File: src/rtl/hazard_sequencer.sv
// hazard_sequencer
// Pipeline sequencing controller for the 5-stage MIPS core. Keeps a shadow
// copy of the ID/EX, EX/MEM and MEM/WB control state and uses it to drive the
// PC / pipeline-register enables, per-stage flushes and ALU forwarding selects.
// Saturating stall and flush counters are kept for performance debug.
//
// Ports:
//   clock, reset          rising-edge clock, synchronous active-high reset
//   mem_ready             0 freezes the whole pipeline
//   id_valid, id_opcode,
//   id_rs, id_rt, id_rd   instruction currently in ID
//   branch_taken          branch in MEM resolved taken
//   pc_write, if_id_write,
//   pipe_enable           PC / IF/ID / downstream pipeline load enables
//   if_id_flush, id_ex_flush,
//   ex_mem_flush          per-stage bubble insertion
//   forward_a, forward_b  ALU operand selects: 00 regfile, 10 EX/MEM, 01 MEM/WB
//   stall_count, flush_count  saturating performance counters
//
// Cycle action (combinational, highest priority first):
//   mode        | meaning
//   MODE_RESET  | reset high: enables off, all flushes on
//   MODE_FREEZE | mem_ready low: everything held, nothing flushed
//   MODE_BRANCH | taken branch in MEM: flush IF/ID, ID/EX, EX/MEM
//   MODE_JUMP   | J in ID: flush IF/ID only
//   MODE_STALL  | load-use: hold PC and IF/ID, bubble into ID/EX
//   MODE_RUN    | normal advance
module hazard_sequencer #(
    parameter int CNT_W = 16
) (
    input  logic             clock,
    input  logic             reset,
    input  logic             mem_ready,
    input  logic             id_valid,
    input  logic [5:0]       id_opcode,
    input  logic [4:0]       id_rs,
    input  logic [4:0]       id_rt,
    input  logic [4:0]       id_rd,
    input  logic             branch_taken,
    output logic             pc_write,
    output logic             if_id_write,
    output logic             pipe_enable,
    output logic             if_id_flush,
    output logic             id_ex_flush,
    output logic             ex_mem_flush,
    output logic [1:0]       forward_a,
    output logic [1:0]       forward_b,
    output logic [CNT_W-1:0] stall_count,
    output logic [CNT_W-1:0] flush_count
);

    localparam logic [5:0] OP_RTYPE = 6'h00;
    localparam logic [5:0] OP_J     = 6'h02;
    localparam logic [5:0] OP_BEQ   = 6'h04;
    localparam logic [5:0] OP_BNE   = 6'h05;
    localparam logic [5:0] OP_ADDI  = 6'h08;
    localparam logic [5:0] OP_ORI   = 6'h0D;
    localparam logic [5:0] OP_LUI   = 6'h0F;
    localparam logic [5:0] OP_LW    = 6'h23;
    localparam logic [5:0] OP_SW    = 6'h2B;

    typedef struct packed {
        logic       valid;
        logic       reg_write;
        logic       mem_read;
        logic [4:0] dest;
        logic [4:0] rs;
        logic [4:0] rt;
    } entry_t;

    typedef enum logic [2:0] {
        MODE_RESET,
        MODE_FREEZE,
        MODE_BRANCH,
        MODE_JUMP,
        MODE_STALL,
        MODE_RUN
    } mode_t;

    entry_t id_entry;
    entry_t id_ex_q, ex_mem_q, mem_wb_q;
    entry_t id_ex_d, ex_mem_d, mem_wb_d;
    logic   id_uses_rt;
    logic   load_use;
    logic   stall_inc;
    logic   flush_inc;
    mode_t  mode;

    function automatic logic is_hazard(input entry_t e);
        return e.valid && e.reg_write && (e.dest != 5'd0);
    endfunction

    function automatic logic [1:0] fwd_sel(input logic [4:0] src,
                                           input entry_t    ex_mem,
                                           input entry_t    mem_wb);
        if (is_hazard(ex_mem) && ex_mem.dest == src)
            return 2'b10;
        else if (is_hazard(mem_wb) && mem_wb.dest == src)
            return 2'b01;
        else
            return 2'b00;
    endfunction

    // Decode of the ID instruction into a shadow entry.
    always_comb begin
        id_entry   = '0;
        id_uses_rt = 1'b0;
        if (id_valid) begin
            id_entry.valid = 1'b1;
            id_entry.rs    = id_rs;
            id_entry.rt    = id_rt;
            id_entry.dest  = (id_opcode == OP_RTYPE) ? id_rd : id_rt;
            case (id_opcode)
                OP_RTYPE: begin
                    id_entry.reg_write = 1'b1;
                    id_uses_rt         = 1'b1;
                end
                OP_LW: begin
                    id_entry.reg_write = 1'b1;
                    id_entry.mem_read  = 1'b1;
                end
                OP_ADDI, OP_LUI, OP_ORI: id_entry.reg_write = 1'b1;
                OP_SW, OP_BEQ, OP_BNE:   id_uses_rt = 1'b1;
                default: ;
            endcase
        end
    end

    // A bubble in ID reads nothing, so it never triggers a load-use stall.
    assign load_use = id_valid && id_ex_q.valid && id_ex_q.mem_read &&
                      (id_ex_q.dest != 5'd0) &&
                      ((id_ex_q.dest == id_rs) ||
                       (id_uses_rt && (id_ex_q.dest == id_rt)));

    always_comb begin
        if (reset)
            mode = MODE_RESET;
        else if (!mem_ready)
            mode = MODE_FREEZE;
        else if (branch_taken)
            mode = MODE_BRANCH;
        else if (id_valid && id_opcode == OP_J)
            mode = MODE_JUMP;
        else if (load_use)
            mode = MODE_STALL;
        else
            mode = MODE_RUN;
    end

    always_comb begin
        pc_write     = 1'b1;
        if_id_write  = 1'b1;
        pipe_enable  = 1'b1;
        if_id_flush  = 1'b0;
        id_ex_flush  = 1'b0;
        ex_mem_flush = 1'b0;
        id_ex_d      = id_entry;
        ex_mem_d     = id_ex_q;
        mem_wb_d     = ex_mem_q;
        stall_inc    = 1'b0;
        flush_inc    = 1'b0;
        case (mode)
            MODE_RESET: begin
                pc_write     = 1'b0;
                if_id_write  = 1'b0;
                pipe_enable  = 1'b0;
                if_id_flush  = 1'b1;
                id_ex_flush  = 1'b1;
                ex_mem_flush = 1'b1;
                id_ex_d      = '0;
                ex_mem_d     = '0;
                mem_wb_d     = '0;
            end
            MODE_FREEZE: begin
                pc_write    = 1'b0;
                if_id_write = 1'b0;
                pipe_enable = 1'b0;
                id_ex_d     = id_ex_q;
                ex_mem_d    = ex_mem_q;
                mem_wb_d    = mem_wb_q;
            end
            MODE_BRANCH: begin
                if_id_flush  = 1'b1;
                id_ex_flush  = 1'b1;
                ex_mem_flush = 1'b1;
                id_ex_d      = '0;
                ex_mem_d     = '0;
                flush_inc    = 1'b1;
            end
            MODE_JUMP: begin
                if_id_flush = 1'b1;
                flush_inc   = 1'b1;
            end
            MODE_STALL: begin
                pc_write    = 1'b0;
                if_id_write = 1'b0;
                id_ex_flush = 1'b1;
                id_ex_d     = '0;
                stall_inc   = 1'b1;
            end
            default: ;
        endcase
    end

    assign forward_a = (reset || !id_ex_q.valid) ? 2'b00
                                                 : fwd_sel(id_ex_q.rs, ex_mem_q, mem_wb_q);
    assign forward_b = (reset || !id_ex_q.valid) ? 2'b00
                                                 : fwd_sel(id_ex_q.rt, ex_mem_q, mem_wb_q);

    always_ff @(posedge clock) begin
        if (reset) begin
            id_ex_q     <= '0;
            ex_mem_q    <= '0;
            mem_wb_q    <= '0;
            stall_count <= '0;
            flush_count <= '0;
        end else begin
            id_ex_q  <= id_ex_d;
            ex_mem_q <= ex_mem_d;
            mem_wb_q <= mem_wb_d;
            if (stall_inc && stall_count != '1)
                stall_count <= stall_count + 1'b1;
            if (flush_inc && flush_count != '1)
                flush_count <= flush_count + 1'b1;
        end
    end

endmodule

File: config.mk
export PLATFORM = sky130hd
export DESIGN_NAME = hazard_sequencer
export DESIGN_NICKNAME = d
export VERILOG_FILES = /design/src/rtl/hazard_sequencer.sv
export SDC_FILE = /design/constraint.sdc
export NUM_CORES = 1
export LEC_CHECK = 0
export CORE_UTILIZATION = 51
export DETAILED_ROUTE_END_ITERATION = 8
export HOLD_SLACK_MARGIN = 0.08
export PLACE_DENSITY = 0.82
export RECOVER_POWER = 25
export SETUP_SLACK_MARGIN = 0.1
export SLEW_MARGIN = 10
export SYNTH_ARGS = -nofsm -noshare
export SYNTH_HDL_FRONTEND = slang
export SYNTH_SLANG_ARGS = --single-unit
export TNS_END_PERCENT = 10
File: constraint.sdc
create_clock -name clock -period 2.6 [get_ports clock]
set_input_delay 0.39 -clock clock [delete_from_list [all_inputs] [get_ports clock]]
set_output_delay 0.39 -clock clock [all_outputs]
set_load 0.005 [all_outputs]
# Yosys cells after proc, flatten, opt, wreduce, memory -nomap -nowiden
# Cells that the tools add are included.
# W data, S select, Z words.
word_totals:
  in_bits: 26
  wordCells: 98
  regBits: 75
  out_inout_bits: 42
op_classes:
  n_reduce_logical: 32
  add_sub_neg: 2
  n_mux: 27
  n_eq_ne: 20
op_table:
  columns: ["operator", "n"]
  rows:
  - ["$pmux W18 S2", 3]
  - ["$add A16 B1 Y16 const B", 2]
  - ["$ne A16 B16 Y1 const B", 2]
  - ["$eq A5 B5 Y1", 6]
  - ["$eq A6 B4 Y1 const B", 3]
  - ["$mux W18", 1]
  - ["$logic_and A1 B1 Y1", 16]
  - ["$reduce_bool A5 Y1", 3]
  - ["$mux W1", 14]
  - ["$eq A6 B3 Y1 const B", 2]
  - ["$eq A6 B6 Y1 const B", 2]
  - ["$mux W3", 4]
  - ["$reduce_or A3 Y1", 3]
  - ["$mux W2", 4]
  - ["$eq A3 B2 Y1 const B", 2]
  - ["$eq A6 B2 Y1 const B", 1]
  - ["$logic_not A6 Y1", 1]
  - ["$reduce_or A2 Y1", 3]
  - ["$mux W5", 1]
  - ["$reduce_or A5 Y1", 1]
  - ["$reduce_or A4 Y1", 1]
  - ["$eq A3 B1 Y1 const B", 1]
  - ["$eq A3 B3 Y1 const B", 1]
  - ["$logic_not A3 Y1", 1]
  - ["other kinds (2)", 3]

# Depth between registers and ports, before layout
depth:
  depth_word: 16
  mapped_depth: 8

# Least setup slack after synthesis
# No wires, ideal clock.
synth_path:
  path_type: "input -> output"
  startpoint: "in id_opcode[4]"
  endpoint: "out pc_write"
  path_buffers: 3
  cell_stages: 8
  arrival_ps: 1972
  path_slack_ps: 238
  path_cell_list: "or4_1 o2111ai_1 a21oi_1 o21ai_2 buf_6 clkbuf_1 o21a_1 buf_4"
synth_via:
  elab_chain_cells: 15
  word_cells_on_any_way: 22
synth_rtl:
  columns: ["item", "line_no", "text"]
  rows:
  - ["start, declared", "35", "input logic [5:0] id_opcode,"]
  - ["$eq A6 B6 Y1 (tied with other cells)", "113", "case (id_opcode)"]
  - ["$reduce_or A4 Y1 (no source line)", null, null]
  - ["$mux W1", "113", null]
  - ["$mux W1", "108", "if (id_valid) begin"]
  - ["$logic_and A1 B1 Y1", "133", "(id_uses_rt && (id_ex_q.dest == id_rt)));"]
  - ["$logic_or A1 B1 Y1", "132", "((id_ex_q.dest == id_rs) ||"]
  - ["$logic_and A1 B1 Y1", "131", "(id_ex_q.dest != 5'd0) &&"]
  - ["$mux W1", "144", "else if (load_use)"]
  - ["$mux W3 (*)", "142", "else if (id_valid && id_opcode == OP_J)"]
  - ["$mux W3 (*)", "140", "else if (branch_taken)"]
  - ["$mux W3 (*)", "138", "else if (!mem_ready)"]
  - ["$mux W3 (*)", "136", "if (reset)"]
  - ["$eq A3 B3 Y1 (tied with other cells)", null, null]
  - ["$reduce_or A3 Y1 (no source line) (*)", null, null]
  - ["$mux W1 (*)", null, null]
  - ["end, declared", "40", "output logic pc_write,"]
# Every way passes the cells marked *; elsewhere a longest branch is shown, timed or not.

# Worst setup path after layout
layout_path:
  startpoint: "in id_opcode[0]"
  endpoint: "out pc_write"
layout_via:
  elab_chain_cells: 15
  word_cells_on_any_way: 22
layout_rtl:
  columns: ["item", "line_no", "text"]
  rows:
  - ["$eq A6 B6 Y1 (tied with other cells)", "113", null]
  - ["$reduce_or A4 Y1 (no source line)", null, null]
  - ["$mux W1", "113", null]
  - ["$mux W1", "108", null]
  - ["$logic_and A1 B1 Y1", "133", null]
  - ["$logic_or A1 B1 Y1", "132", null]
  - ["$logic_and A1 B1 Y1", "131", null]
  - ["$mux W1", "144", null]
  - ["$mux W3 (*)", "142", null]
  - ["$mux W3 (*)", "140", null]
  - ["$mux W3 (*)", "138", null]
  - ["$mux W3 (*)", "136", null]
  - ["$eq A3 B3 Y1 (tied with other cells)", "162", "case (mode)"]
  - ["$reduce_or A3 Y1 (no source line) (*)", null, null]
  - ["$mux W1 (*)", "162", null]
# Marks and branches as above.

==> results by group <==
Setup path
  – Worst Setup SP: id_opcode[0]
  – CP Class: in -> out
  – Worst reg2reg startpoint: id_ex_q[12]$_SDFFE_PP0P_
  – Critical Path End Type: primary output
  – Worst EP required: 2210 ps
  – Arr. time, crit path: 2120 ps
  – Highest net fanout along the worst path: 2
  – CP Launch Type: input port

Drt
  – Max layer used: met4
  – DR vias/cell: about 5.7
  – DRC: 0
  – Drt pass-1 iters: 4
  – DR WL/cell: 15.3 um
  – Met3 routed WL: ~480 um
  – Routed wl met2: roughly 4.2 mm
  – Metal-1 WL: 3.58 mm
  – Initial DRC count: 113
  – Post-DRT Antenna Nets: 0
  – Overall via count from detail_route: approximately 3100
  – Total wire length: 8.42 mm

Clock tree
  – Worst-Skew Late Latency: 340 ps
  – CTS Buf Count: 9
  – Reg clk slew, reported paths: 70 ps
  – CTS tree: done
  – CTS Buffer Depth: 2
  – CTS Root Cell: clkbuf_8
  – H-Tree Depth: 3
  – Hold buffer count at CTS: 0
  – CTS sink cnt: 64

Layout
  – Final core occ: between 70% and 80%
  – Layout cell share with drive strength beyond 1: 14.9%
  – Area grow syn2layout: 34.9%
  – Nets@finish: 498

Logic synthesis
  – Mapped Cells: approximately 380
  – Syn Nets: 407
  – Post-synthesis register bit count: 64
  – EDFF count, synth: 0
  – Syn. warnings: 0
  – Register area share after synthesis: between 30% and 40%
  – Syn Area/Cell: about 8.6 um2
  – Mapped Area: approximately 0.0033 mm2
  – Ys flop type: dfxtp_1
  – Post-synth ARST share: 0%
  – Unique masters post-synth: 43

Pwr
  – PD cells: 453 mW/mm2
  – P_leak: 1.74 nW
  – Maximum VDD drop: 0.410 mV

Floorplanning
  – Initial Utilization: 53.9%
  – DIE WIDTH: 82.1 um
  – Core outline area: 0.00606 mm2
  – Die Area: 0.00673 mm2
  – Top Ports: 68
  – FP Rows: 28
  – Die height: 82.1 um

Timing
  – Actual slew at the worst max-slew pin: about 540 ps
  – Hold_ws: 437 ps
  – Final slew viol count: 0
  – RSZ-0062 raised after global routing: yes
  – Fin crit period: roughly 2500 ps
  – Final clock skew: 7.12 ps
  – Peak Freq: around 400 MHz
  – Final setup vio count: 0
  – Final period utilization: 96.7%
  – Post-route setup TNS: 0 ps
  – Final WS setup: 86.3 ps
  – Hold Fails Final Rpt: 0
  – Rel. slew slack: 64.3%

Global routing
  – Pin count of the biggest net entering global routing: 55
  – Vias in the first global route: 2859
  – First-pass GRT wire length: 13.4 mm
  – Initial antenna violation count: 0
  – GRT Residual Overflow: 0
  – GRT Util Overall: 26.4%

Placement
  – Final Wtd Congestion: 0.858
  – Port Buffer Count: 67
  – Post-place setup slack: -342 ps
  – Post-DP HPWL: 5.90 mm

Min path
  – Hold path startpoint: id_rs[4]
  – HP Class: in -> reg

Status
  – Run status: finished, final reports clean

Run
  – Max-cap violations: 0
## through the flow
stage	instances	power [mW]	instance area, um2
after CTS	550	2.01	4400
after global routing	550	2.07	4410
after detailed placement	531	1.18	4170
after global placement	531	1.18	4170
after floorplan	379	1.08	3270
final	551	2.00	4410
## flip-flops by register name, summed over array words and instances (netlist names)
| signal | flops |
|---|---|
| mem_wb_q | 7 |
| ex_mem_q | 7 |
| flush_count | 16 |
| stall_count | 16 |
| id_ex_q | 18 |
## cell usage in the layout (no fill, tap or decap), types with 19 or more instances in the layout
cell type	n
nand2_1	22
dlygate4sd2_1	19
xnor2_1	21
nor2_1	38
a21oi_1	20
buf_4	31
clkdlybuf4s50_1	32
nand3_1	21
xor2_1	23
dfxtp_1	61
## path summary, 6_finish.rpt
kind                             endpoint  slack [ps]  cells past startpoint
min reg2reg      id_ex_q[17]$_SDFFE_PP0P_         480                      2
min               id_ex_q[9]$_SDFFE_PP0P_         440                      2
max reg2reg  stall_count[11]$_SDFFE_PP0P_         310                      8
max                              pc_write          90                      8
## per-layer routing
metal	global-route usage, %	vias to the layer above
li1	-	1538
met1	32.2	1493
met2	44.1	87
met3	7.44	10
met4	9.47	0
met5	0	-
## cell type report
class | instances | area, um2
Multi-Input combinational cell | 289 | 1920
Fill cell | 474 | 1650
Sequential cell | 64 | 1280
Timing Repair Buffer | 99 | 885
Clock buffer | 9 | 124
Tap cell | 75 | 93.8
Clock inverter | 7 | 72.6
Inverter | 7 | 26.3
Antenna cell | 1 | 2.50
## cell families (layout without fill, tap and decap cells)
group | after synthesis | after routing | synth area share, %
flip-flops | 64 | 64 | 39.2
other | 0 | 1 | 0
XOR/XNOR | 44 | 44 | 11.8
multiplexers | 17 | 17 | 5.36
AND/OR/NAND/NOR | 159 | 159 | 25.9
adder cells (fa/ha/maj) | 2 | 2 | 0.765
AO/OA/AOI/OAI | 67 | 67 | 13.6
buffers and inverters | 26 | 122 | 3.44
## power by group
group          switching [mW]  internal, mW  total [mW]
Sequential            0.00776         0.986       0.993
Clock                   0.396         0.441       0.838
Combinational          0.0813        0.0863       0.168
## Yosys cell counts, types with 4 or more instances
cell type	n	share of area, %
dfxtp_1	64	39
nor2_1	38	4.4
xor2_1	23	6.2
a21oi_1	22	3.4
nand2_1	22	2.5
nand3_1	21	3.2
xnor2_1	21	5.6
mux2i_1	13	4.0
clkbuf_1	11	1.3
o21ai_0	11	1.7
a22o_1	10	2.7
nand4_1	10	1.9
or4_1	10	2.3
nor3_1	9	1.4
nand2b_1	8	1.5
nand3b_1	8	1.8
inv_1	7	0.80
o31ai_1	7	1.6
or3_1	7	1.3
and4_1	6	1.6
nor2b_1	6	1.1
and3_1	5	0.96
nor4_1	5	0.96
mux2_2	4	1.4
## worst max-delay path, cell delays in order
cell and delay (ps):
dlygate4sd2_1 240, nor2b_2 160, or4_4 420, a211oi_2 230, o21ai_2 100, buf_4 140
o21a_1 180, dlygate4sd2_1 260
## timing repair
item                       in CTS  in global routing
setup endpoints to repair      20                 19
pin swaps                      10                  1
setup buffers                   3                  0
resized for setup              31                  8
Power figures use the tool's default switching activity.
